<file path="src/rtl/key_debounce_array.sv">
// Multi-channel push-button debouncer: 2-flop synchronisers, one shared sample
// prescaler and an independent press/hold/release FSM per key channel.

module key_debounce_chan #(
   parameter int STABLE_SAMPLES = 4,
   parameter int LONG_SAMPLES   = 500,
   parameter int REPEAT_SAMPLES = 100
) (
   input  logic clk,
   input  logic rst_n,
   input  logic tick_i,
   input  logic s_i,
   output logic level_o,
   output logic press_o,
   output logic release_o,
   output logic long_o,
   output logic repeat_o
);
   localparam int SC_W = $clog2(STABLE_SAMPLES) + 1;
   localparam int HC_W = $clog2(LONG_SAMPLES) + 1;
   localparam int RC_W = $clog2(REPEAT_SAMPLES) + 1;
   localparam logic [SC_W-1:0] SC_LAST  = SC_W'(STABLE_SAMPLES - 1);
   localparam logic [HC_W-1:0] HC_LONG  = HC_W'(LONG_SAMPLES);
   localparam logic [HC_W-1:0] HC_PRE   = HC_W'(LONG_SAMPLES - 1);
   localparam logic [RC_W-1:0] RC_LAST  = RC_W'(REPEAT_SAMPLES - 1);

   typedef enum logic [1:0] {IDLE, PRESS_PEND, HELD, REL_PEND} state_e;

   state_e          state_q, state_d;
   logic [SC_W-1:0] sc_q, sc_d;
   logic [HC_W-1:0] hc_q, hc_d;
   logic [RC_W-1:0] rc_q, rc_d;
   logic            level_q, level_d, press_q, press_d, rel_q, rel_d;
   logic            long_q, long_d, rep_q, rep_d;

   always_ff @(posedge clk or negedge rst_n) begin
      if (!rst_n) begin
         state_q <= IDLE;
         sc_q    <= '0;
         hc_q    <= '0;
         rc_q    <= '0;
         level_q <= 1'b0;
         press_q <= 1'b0;
         rel_q   <= 1'b0;
         long_q  <= 1'b0;
         rep_q   <= 1'b0;
      end else begin
         state_q <= state_d;
         sc_q    <= sc_d;
         hc_q    <= hc_d;
         rc_q    <= rc_d;
         level_q <= level_d;
         press_q <= press_d;
         rel_q   <= rel_d;
         long_q  <= long_d;
         rep_q   <= rep_d;
      end
   end

   always_comb begin
      state_d = state_q;
      sc_d    = sc_q;
      hc_d    = hc_q;
      rc_d    = rc_q;
      level_d = level_q;
      press_d = 1'b0;
      rel_d   = 1'b0;
      long_d  = 1'b0;
      rep_d   = 1'b0;
      if (tick_i) begin
         unique case (state_q)
            IDLE: if (!s_i) begin
               if (STABLE_SAMPLES == 1) begin
                  state_d = HELD;
                  level_d = 1'b1;
                  press_d = 1'b1;
                  hc_d    = '0;
                  rc_d    = '0;
               end else begin
                  state_d = PRESS_PEND;
                  sc_d    = SC_W'(1);
               end
            end
            PRESS_PEND: if (!s_i) begin
               if (sc_q == SC_LAST) begin
                  state_d = HELD;
                  sc_d    = '0;
                  level_d = 1'b1;
                  press_d = 1'b1;
                  hc_d    = '0;
                  rc_d    = '0;
               end else begin
                  sc_d = sc_q + SC_W'(1);
               end
            end else begin
               state_d = IDLE;
               sc_d    = '0;
            end
            HELD: if (!s_i) begin
               if (hc_q != '1) hc_d = hc_q + HC_W'(1);
               if (hc_q == HC_PRE) long_d = 1'b1;
               // rc runs on its own once long has fired, so hc saturation never stops repeats
               if (REPEAT_SAMPLES > 0 && hc_q >= HC_LONG) begin
                  if (rc_q == RC_LAST) begin
                     rep_d = 1'b1;
                     rc_d  = '0;
                  end else begin
                     rc_d = rc_q + RC_W'(1);
                  end
               end
            end else if (STABLE_SAMPLES == 1) begin
               state_d = IDLE;
               level_d = 1'b0;
               rel_d   = 1'b1;
               hc_d    = '0;
               rc_d    = '0;
            end else begin
               state_d = REL_PEND;
               sc_d    = SC_W'(1);
            end
            REL_PEND: if (s_i) begin
               if (sc_q == SC_LAST) begin
                  state_d = IDLE;
                  sc_d    = '0;
                  level_d = 1'b0;
                  rel_d   = 1'b1;
                  hc_d    = '0;
                  rc_d    = '0;
               end else begin
                  sc_d = sc_q + SC_W'(1);
               end
            end else begin
               // glitch rejected: hold timing resumes where it stopped
               state_d = HELD;
               sc_d    = '0;
            end
            default: state_d = IDLE;
         endcase
      end
   end

   assign level_o   = level_q;
   assign press_o   = press_q;
   assign release_o = rel_q;
   assign long_o    = long_q;
   assign repeat_o  = rep_q;
endmodule

module key_debounce_array #(
   parameter int N_KEYS         = 4,
   parameter int CLK_DIV        = 50000,
   parameter int STABLE_SAMPLES = 4,
   parameter int LONG_SAMPLES   = 500,
   parameter int REPEAT_SAMPLES = 100
) (
   input  logic              clk,
   input  logic              rst_n,
   input  logic [N_KEYS-1:0] key_n,
   output logic [N_KEYS-1:0] key_level,
   output logic [N_KEYS-1:0] key_press,
   output logic [N_KEYS-1:0] key_release,
   output logic [N_KEYS-1:0] key_long,
   output logic [N_KEYS-1:0] key_repeat,
   output logic              sample_tick
);
   localparam int DIV_W = $clog2(CLK_DIV) + 1;
   localparam logic [DIV_W-1:0] DIV_LAST = DIV_W'(CLK_DIV - 1);

   logic [N_KEYS-1:0] sync1_q, sync2_q;
   logic [DIV_W-1:0]  div_q, div_d;
   logic              tick, tick_q;

   assign tick  = (div_q == DIV_LAST);
   assign div_d = tick ? '0 : div_q + DIV_W'(1);

   // synchronisers preset to released so reset never looks like a press
   always_ff @(posedge clk or negedge rst_n) begin
      if (!rst_n) begin
         sync1_q <= '1;
         sync2_q <= '1;
         div_q   <= '0;
         tick_q  <= 1'b0;
      end else begin
         sync1_q <= key_n;
         sync2_q <= sync1_q;
         div_q   <= div_d;
         tick_q  <= tick;
      end
   end

   assign sample_tick = tick_q;

   for (genvar g = 0; g < N_KEYS; g++) begin : g_chan
      key_debounce_chan #(
         .STABLE_SAMPLES(STABLE_SAMPLES),
         .LONG_SAMPLES  (LONG_SAMPLES),
         .REPEAT_SAMPLES(REPEAT_SAMPLES)
      ) u_chan (
         .clk      (clk),
         .rst_n    (rst_n),
         .tick_i   (tick),
         .s_i      (sync2_q[g]),
         .level_o  (key_level[g]),
         .press_o  (key_press[g]),
         .release_o(key_release[g]),
         .long_o   (key_long[g]),
         .repeat_o (key_repeat[g])
      );
   end
endmodule

</file>
<file path="config.mk">
export PLATFORM = sky130hd
export DESIGN_NAME = key_debounce_array
export DESIGN_NICKNAME = d
export VERILOG_FILES = /design/src/rtl/key_debounce_array.sv
export SDC_FILE = /design/constraint.sdc
export NUM_CORES = 1
export LEC_CHECK = 0
export CAP_MARGIN = 15
export CORE_AREA = 2 2 120 122
export CTS_CLUSTER_DIAMETER = 50
export DETAILED_ROUTE_END_ITERATION = 6
export DIE_AREA = 0 0 122 124
export PLACE_DENSITY_LB_ADDON = 0.3
export SLEW_MARGIN = 20
export SYNTH_ARGS = -nofsm -noshare
export SYNTH_HDL_FRONTEND = slang
export SYNTH_SLANG_ARGS = --single-unit
</file>
<file path="constraint.sdc">
create_clock -name clk -period 2 [get_ports clk]
set_input_delay 0.2 -clock clk [delete_from_list [all_inputs] [get_ports clk]]
set_output_delay 0.2 -clock clk [all_outputs]
set_load 0.1 [all_outputs]
</file>
======== Word-level counts from Yosys, hierarchy flattened ========
Cells that the tools add are included.
word-level totals
  register bits after elaboration ......... 138
  input bits .............................. 6
  output and inout port bits .............. 21
  logic and storage cells ................. 351
cells by class
  $add $sub $neg .......................... 13
  $lt $le $gt $ge ......................... 4
  equal/unequal tests ..................... 73
  multiplexer cells ....................... 189
  reductions and logical operators ........ 32
operators by type and width
  kind                     number
  $mux W10                 20
  $mux W8                  24
  $pmux W10 S3             4
  $pmux W8 S3              4
  $mux W1                  80
  $reduce_and A6 Y1        12
  $mux W3                  20
  $mux W2                  24
  $pmux W3 S4              4
  $add A10 B1 Y10 const B  4
  $eq A10 B9 Y1 const B    4
  $ge A10 B9 Y1 const B    4
  $ne A10 B10 Y1 const B   4
  $ne A2 B2 Y1 const B     20
  $add A8 B1 Y8 const B    4
  $eq A8 B7 Y1 const B     4
  $ne A2 B1 Y1 const B     16
  $pmux W2 S4              4
  $ne A3 B2 Y1 const B     8
  $reduce_and A5 Y1        4
  $add A17 B1 Y17 const B  1
  $eq A17 B16 Y1 const B   1
  $mux W17                 1
  $eq A2 B2 Y1 const B     8
  other kinds (8)          32

======== Longest topological paths before layout ========
Gate-level depths: netlist of the first run.
  depth in word-level cells ............... 6
  mapped depth ............................ 10
  mapped depth without buffers ............ 7

======== Modules after synthesis ========
Synthesis of the first run repeated with hierarchy kept, for this count alone.
second synthesis, totals
  cells, all modules ...................... 742
  area total of the unflattened synthesis .. 7,283.2 µm²
modules (own cells, without submodules)
  module                                     instances  cells an instance  area each (µm²)  seq. area each (µm²)
  key_debounce_chan at g_chan[0].u_chan ...  2          171                1,576.5          700.7
  key_debounce_chan at g_chan[3].u_chan      1          166                1,565.3          700.7
  key_debounce_chan at g_chan[2].u_chan      1          151                1,521.5          700.7
  key_debounce_array                         1          83                 1,043.5          660.6

======== Least setup slack after synthesis of the first run ========
Ideal clock, no wire load.
  kind .................................... register to register
  from .................................... register div_q[0]
  to ...................................... register g_chan[1].u_chan.rc_q[0]
  setup time .............................. 0.083 ns
  data arrival time ....................... 1.796 ns
  required time ........................... 1.917 ns
  slack ................................... 0.122 ns
  stages on the path, launching flop included .. 10
  buffers on the path ..................... 3
  period minus slack after synthesis ...... 1.878 ns
  cell sequence ........................... dfrtp_1 -> ha_1 -> and3_1 -> buf_2 -> nand4b_2 -> nand2b_4 -> buf_2 -> clkbuf_1 -> o21ai_0 -> o21ai_0
on the way
  longest elaborated chain between the ends .. 2
ends and longest elaborated chain
  what                                line  RTL
  from (decl)                         170   logic [DIV_W-1:0] div_q, div_d;
  from (signal assigned)              186   div_q <= div_d;
  $eq A17 B16 Y1                      173   assign tick = (div_q == DIV_LAST);
  $reduce_and A6 Y1 (no source line)  n/a
  to (signal assigned)                51    rc_q <= rc_d;
  to (decl)                           32    logic [RC_W-1:0] rc_q, rc_d;
No other way between the ends.
A chain may end at the register's enable or synchronous reset.

======== Worst setup path after layout of the first run ========
  from .................................... register div_q[7]
  to ...................................... register g_chan[1].u_chan.rc_q[5]
The elaborated chain is that of the path after synthesis.

==> flow_summary.json, run 1 <==
{
  "status": "completed",
  "core_um2": 13700,
  "avgViaCountPerCell": 6.00,
  "crit_fanout": 8,
  "synth_most_common_cell": "dfrtp_1",
  "tritoncts": "done",
  "cts.sinks": 138,
  "dp_hpwl_mm": 11.9,
  "final_layout_size_suffix_gt1_frac": 0.221,
  "worstSkewPairLatency_ns": 0.42,
  "wl_per_cell_um": 16.5,
  "cts.clk_slew.worst_paths_ns": 0.06,
  "end_kind": "flop",
  "min_to": "sync1_q[0]$_DFF_PN1_",
  "fin_nets": 879,
  "synthArstFlopShare": 1.00,
  "dieArea_um2": 15100,
  "port_buffers": 26,
  "hold_ws_ns": 0.181,
  "utilization": 0.647,
  "syn_area_um2": 7410,
  "critPathMaxStageDelay_ns": 0.43,
  "dr_total_vias": 6299,
  "tightest_slew_ns": 0.517,
  "finalWirelength_mm": 17.3,
  "die_y_um": 124,
  "start_util": 0.540,
  "worstPathCellList": "nor4b_4 > and3_4 > buf_12 > nand2_4 > or3_4 > o31ai_2",
  "grt_pass1_vias": 5960,
  "instances_no_fill": 1049,
  "die_x_um": 122,
  "period_share": 0.987,
  "r2r-end": "g_chan[1].u_chan.rc_q[5]$_DFFE_PN0P_",
  "path_class": "reg2reg",
  "avgSynthCellArea_um2": 9.41,
  "fin_crit_ns": 1.97,
  "h-tree-depth": 4,
  "cap_viol_max_count": 0,
  "gp_congestion": 0.871,
  "synth_fp_nets": 811,
  "pin_count": 27,
  "cts_buffers": 17,
  "synth-edff-count": 0,
  "rr_worst_depth": 6,
  "synth_top_area_share": 0.439,
  "r2r_start": "div_q[7]$_DFF_PN0_",
  "first_iter_violations": 525,
  "required_ns": 2.33,
  "report.final.setup_viol": 0,
  "area_growth_pct": 19.7,
  "hold_violations": 0,
  "dpl.cell_count": 1006,
  "drv_slew": 0,
  "cp.arrival_ns": 2.30,
  "yosys-top-cells-count": "dfrtp_1 (130), o21ai_0 (83), nand2_1 (73), nor2_1 (59), nand3_1 (50)",
  "report.power.total_w": 0.00584,
  "worstSetupStartpointType": "flop",
  "clock-root-buffer": "clkbuf_16",
  "p_per_area_nw_per_um2": 658,
  "seq_area_frac_synth": 0.467,
  "rsz0062_at_grt": "yes",
  "setup_ws_ns": 0.0256,
  "drc": 0,
  "clk_path_buf_depth": 2,
  "grt_usage": 0.236,
  "hold_depth": 1,
  "synth_cell_types": 71,
  "grt_max_degree": 54,
  "row_count": 43,
  "fmax_mhz": 506,
  "holdCritPathClass": "in2reg",
  "grt_pass1_wl_mm": 28.4,
  "synth.largest_area_cell": "dfrtp_1",
  "drt_first_pass_iters": 5,
  "slew_headroom": 0.654,
  "synth_area_leaders": "dfrtp_1 (44%), o21ai_0 (5.6%), nand2_1 (3.7%)",
  "antenna_found_initial": 0,
  "ant_nets": 0,
  "pre_cts_ws_ns": -0.108,
  "overflow": 0,
  "ys.flop_type": "dfrtp_1",
  "reg2reg_slack_ns": 0.03,
  "hp-start": "key_n[0]",
  "peakVddDrop_mv": 0.668,
  "n_antenna_cell": 0,
  "total_leakage_power_nw": 3.94,
  "syn_inst": 788,
  "slowest_stage": "dfrtp_2",
  "yosysWarningCount": 0,
  "ys_ff_latch": 138,
  "fin_worst_skew_ns": 0.00726
}
-- flip-flops by register name, indices dropped and copies added (netlist names), 12 cells and up, named ones only --
name                cells
g_chan.u_chan.hc_q     40
g_chan.u_chan.sc_q     12
g_chan.u_chan.rc_q     32
div_q                  17
-- worst max-delay path by stage --
stage	depth (start not counted)	endpoint	slack, ns	start
2_1_floorplan	9	g_chan[1].u_chan.rc_q[0]$_DFFE_PN0P_	0.12	div_q[0]$_DFF_PN0_
3_3_place_gp	7	g_chan[2].u_chan.rc_q[6]$_DFFE_PN0P_	-0.07	div_q[11]$_DFF_PN0_
3_5_place_dp	6	g_chan[2].u_chan.hc_q[7]$_DFFE_PN0P_	-0.11	g_chan[2].u_chan.hc_q[1]$_DFFE_PN0P_
4_1_cts	6	g_chan[3].u_chan.rc_q[3]$_DFFE_PN0P_	0.0002	div_q[11]$_DFF_PN0_
5_1_grt	6	g_chan[1].u_chan.rc_q[5]$_DFFE_PN0P_	-0.07	div_q[7]$_DFF_PN0_
6_report	6	g_chan[1].u_chan.rc_q[5]$_DFFE_PN0P_	0.03	div_q[7]$_DFF_PN0_
-- timing repair --
item                       CTS  global route
buffers inserted             5             4
cloned                       0             1
gates resized for setup      2            56
hold endpoints to repair    47             0
setup endpoints to repair   19            63
pin swaps                    3            10
hold buffers                 1             0
-- per-layer routing --
layer	up-vias	share of wire	GRT usage
met5	-	0	0
met4	0	0.012	0.0783
met3	21	0.046	0.0600
met2	168	0.51	0.387
met1	3132	0.44	0.309
li1	2978	-	-
-- cell type report --
class / count / area [um2]
Fill cell: 1053 / 4850
Multi-Input combinational cell: 575 / 3720
Sequential cell: 138 / 3470
Inverter: 24 / 90.1
Timing Repair Buffer: 100 / 826
Clock inverter: 7 / 67.6
Clock buffer: 25 / 475
Tap cell: 180 / 225
-- per-stage QoR --
step	TNS, ns	area (um2)
2_1_floorplan	0	7410
3_3_place_gp	-0.130	8070
3_5_place_dp	-1.02	8070
4_1_cts	0	8670
5_1_grt	-0.317	8870
6_report	0	8870
-- logic make-up after synthesis --
| kind of cell | count (synthesis) | synth area share |
|---|---|---|
| buffers and inverters | 75 | 0.0528 |
| AND/OR/NAND/NOR | 338 | 0.253 |
| adder cells (fa/ha/maj) | 17 | 0.0287 |
| flip-flops | 138 | 0.467 |
| XOR/XNOR | 22 | 0.0260 |
| AO/OA/AOI/OAI | 188 | 0.157 |
| multiplexers | 10 | 0.0145 |
-- cells in the final DEF, fill, tap and decap left out, types with 4 or more instances in the layout --
cell / Yosys / final
nor3_1: 14 / 14
inv_1: 24 / 23
nor2b_1: 14 / 13
o31ai_1: 34 / 22
o21ai_2: 0 / 4
nand3_1: 50 / 48
clkdlybuf4s50_1: 0 / 4
o21ai_1: 3 / 16
a21oi_1: 25 / 25
nor4_1: 11 / 9
o2111ai_1: 4 / 4
o31a_1: 4 / 4
buf_12: 0 / 4
clkbuf_1: 17 / 6
and4_1: 6 / 6
or3_1: 7 / 6
nand4_1: 19 / 19
ha_1: 17 / 17
buf_6: 2 / 4
mux2_2: 6 / 6
or2_2: 5 / 4
and3_1: 26 / 24
dfrtp_1: 130 / 128
dfstp_2: 8 / 8
nand2_1: 73 / 72
o21ai_0: 83 / 66
a31oi_1: 11 / 11
nand2b_1: 13 / 13
o31ai_2: 0 / 12
nor2_1: 59 / 58
and2_1: 4 / 4
xnor2_1: 18 / 18
nand3b_1: 6 / 6
xor2_1: 4 / 4
clkbuf_16: 0 / 17
nor3b_1: 5 / 4
mux2i_1: 4 / 4
buf_4: 22 / 86
-- critical path: cells and delay by family (launching register included) --
kind | cells | cell delay [ns]
buffers and inverters | 1 | 0.13
AOI/OAI and AO/OA | 1 | 0.23
and+or+nand+nor | 4 | 1.08
DFF | 1 | 0.43
-- power by group --
part           internal, W  switching [W]
sequential         0.00281      0.0000119
clock              0.00177        0.00116
combinational    0.0000257      0.0000680
total              0.00460        0.00124
Power figures use the tool's default switching activity.
==> inputs of run 2 (changes only) <==
--- a/config.mk
+++ b/config.mk
@@ -11,6 +11,7 @@
 export DETAILED_ROUTE_END_ITERATION = 6
 export DIE_AREA = 0 0 122 124
 export PLACE_DENSITY_LB_ADDON = 0.3
+export SKIP_LAST_GASP = 1
 export SLEW_MARGIN = 20
 export SYNTH_ARGS = -nofsm -noshare
 export SYNTH_HDL_FRONTEND = slang
==> run 2 against run 1 <==
Sequential power about the same. Cell area down 0.13%. Clock power about the same. Worst hold slack worse by 0.00069 ns. First-iteration DRC count up 6.1%. Via count about the same. Sequential share of layout area about the same. Clock-buffer cell count unchanged. Register-to-register slack about the same. Core utilization down 0.082 points. Final cell count unchanged. Non-clock buffer count unchanged. Largest power group unchanged. Highest routed layer unchanged.
==> flow_summary.json, run 2 (same netlist as run 1, synthesis figures left out) <==
{
  "status": "completed",
  "path_class": "reg2reg",
  "final_common_cell": "dfrtp_1",
  "area_growth_pct": 19.5,
  "cts_buffers": 17,
  "crit_fanout": 8,
  "drt_first_pass_iters": 5,
  "fin_nets": 879,
  "r2r-end": "g_chan[1].u_chan.rc_q[5]$_DFFE_PN0P_",
  "slowest_stage": "dfrtp_2",
  "cts.sinks": 138,
  "rsz0062_at_grt": "yes",
  "regMostFlops": "g_chan.u_chan.hc_q",
  "p_switching_w": 0.00124,
  "pwr-share-clk": 0.501,
  "p_sw_frac": 0.213,
  "die_x_um": 122,
  "end_kind": "flop",
  "rr_worst_depth": 6,
  "slew_headroom": 0.655,
  "fin_worst_skew_ns": 0.00615,
  "port_buffers": 26,
  "dieArea_um2": 15100,
  "grt_usage": 0.236,
  "hold_ws_ns": 0.180,
  "min_to": "sync1_q[0]$_DFF_PN1_",
  "p_seq_frac": 0.483,
  "total_leakage_power_nw": 3.94,
  "ant_nets": 0,
  "antenna_found_initial": 0,
  "core_um2": 13700,
  "grt_max_degree": 54,
  "gp_congestion": 0.871,
  "start_util": 0.540,
  "crit_family": "simple AND/OR/NAND/NOR gates",
  "cap_viol_max_count": 0,
  "path_buf_inv": 1,
  "finalWirelength_mm": 17.3,
  "worstSkewPairLatency_ns": 0.42,
  "power.internal_w": 0.00460,
  "cp.arrival_ns": 2.30,
  "critPathMaxStageDelay_ns": 0.43,
  "clock-root-buffer": "clkbuf_16",
  "dp_hpwl_mm": 11.9,
  "fin_crit_ns": 1.98,
  "utilization": 0.646,
  "hold_violations": 0,
  "grt_pass1_vias": 5960,
  "period_share": 0.988,
  "reg2reg_slack_ns": 0.02,
  "tritoncts": "done",
  "fmax_mhz": 506,
  "report.final.setup_viol": 0,
  "grt_pass1_wl_mm": 28.4,
  "overflow": 0,
  "n_antenna_cell": 0,
  "r2r_start": "div_q[7]$_DFF_PN0_",
  "die_y_um": 124,
  "holdCritPathClass": "in2reg",
  "layout_common_cells": "dfrtp_1 (128), buf_4 (86), nand2_1 (72)",
  "first_iter_violations": 557,
  "drv_slew": 0,
  "final_layout_size_suffix_gt1_frac": 0.219,
  "p_comb_frac": 0.016,
  "p_per_area_nw_per_um2": 660,
  "required_ns": 2.33,
  "clk_path_buf_depth": 2,
  "drc": 0,
  "worstPathCellList": "nor4b_4 > and3_4 > buf_12 > nand2_4 > or3_4 > o31ai_2",
  "tightest_slew_ns": 0.516,
  "hold_depth": 1,
  "path_depth": 6,
  "hp-start": "key_n[0]",
  "wl_per_cell_um": 16.5,
  "pin_count": 27,
  "reg_top3": "g_chan.u_chan.hc_q x40, g_chan.u_chan.rc_q x32, div_q x17",
  "largest_reg_flops": 40,
  "cts.clk_slew.worst_paths_ns": 0.06,
  "peakVddDrop_mv": 0.668,
  "dr_total_vias": 6303,
  "worstSetupStartpointType": "flop",
  "h-tree-depth": 4,
  "row_count": 43,
  "report.power.total_w": 0.00585,
  "avgViaCountPerCell": 6.01
}
==> run 2: cell count changes in the layout (fill, tap and decap cells not counted) <==
cell / change
o21ai_2: -1
a41oi_2: -1
o21ai_1: -2
a41oi_1: +1
o21ai_0: +3
==> run 2: how the worst max path moves through the flow <==
stage                                         start                              endpoint  slack (ns)
2_1_floorplan                    div_q[0]$_DFF_PN0_  g_chan[1].u_chan.rc_q[0]$_DFFE_PN0P_        0.12
3_3_place_gp                    div_q[11]$_DFF_PN0_  g_chan[2].u_chan.rc_q[6]$_DFFE_PN0P_       -0.07
3_5_place_dp   g_chan[2].u_chan.hc_q[1]$_DFFE_PN0P_  g_chan[2].u_chan.hc_q[7]$_DFFE_PN0P_       -0.11
4_1_cts                         div_q[11]$_DFF_PN0_  g_chan[3].u_chan.rc_q[3]$_DFFE_PN0P_      0.0002
5_1_grt                          div_q[7]$_DFF_PN0_  g_chan[1].u_chan.rc_q[5]$_DFFE_PN0P_       -0.07
6_report                         div_q[7]$_DFF_PN0_  g_chan[1].u_chan.rc_q[5]$_DFFE_PN0P_        0.02
==> run 2: metal layers <==
layer	GRT usage	wire length, um	up-vias
met4	0.0783	226	0
met1	0.309	7580	3121
met5	0	0	-
li1	-	-	2977
met3	0.0600	794	25
met2	0.387	8660	180
==> run 2: final cells by class <==
type                            instances  area (um2)
Clock buffer                           25         475
Clock inverter                          7        67.6
Fill cell                            1057        4860
Inverter                               24        90.1
Multi-Input combinational cell        575        3710
Sequential cell                       138        3470
Tap cell                              180         225
Timing Repair Buffer                  100         826
==> run 2: per-stage QoR <==
step	cell area [um2]	TNS (ns)	cells	setup slack, ns
finish	8860	0	1049	0.0246
global route	8860	-0.416	1049	-0.0690
CTS	8670	0	1044	0.000233
detailed placement	8070	-1.02	1006	-0.108
global placement	8070	-0.130	1006	-0.0726
floorplan	7410	0	788	0.122
==> run 2: repair_timing <==
item / in CTS / in global routing
hold buffers: 1 / 0
buffers inserted: 5 / 4
pin swaps: 3 / 9
setup endpoints to repair: 19 / 63
resized for setup: 2 / 51
gates cloned: 0 / 1
hold endpoints to repair: 47 / 0
==> run 2: power by group through the flow <==
stage                     Sequential [W]  Clock, W  Combinational (W)
after CTS                        0.00282   0.00297          0.0000980
after floorplan                  0.00286         0          0.0000182
after detailed placement         0.00287         0          0.0000962
after global placement           0.00287         0          0.0000935
final                            0.00282   0.00293          0.0000936
after global routing             0.00282   0.00310           0.000110
==> inputs of run 3 (changes only) <==
--- a/config.mk
+++ b/config.mk
@@ -7,7 +7,7 @@
 export LEC_CHECK = 0
 export CAP_MARGIN = 15
 export CORE_AREA = 2 2 120 122
-export CTS_CLUSTER_DIAMETER = 50
+export CTS_CLUSTER_DIAMETER = 200
 export DETAILED_ROUTE_END_ITERATION = 6
 export DIE_AREA = 0 0 122 124
 export PLACE_DENSITY_LB_ADDON = 0.3
==> results of run 3 <==
No change in the layout: final DEF, timing and power equal those of run 2.
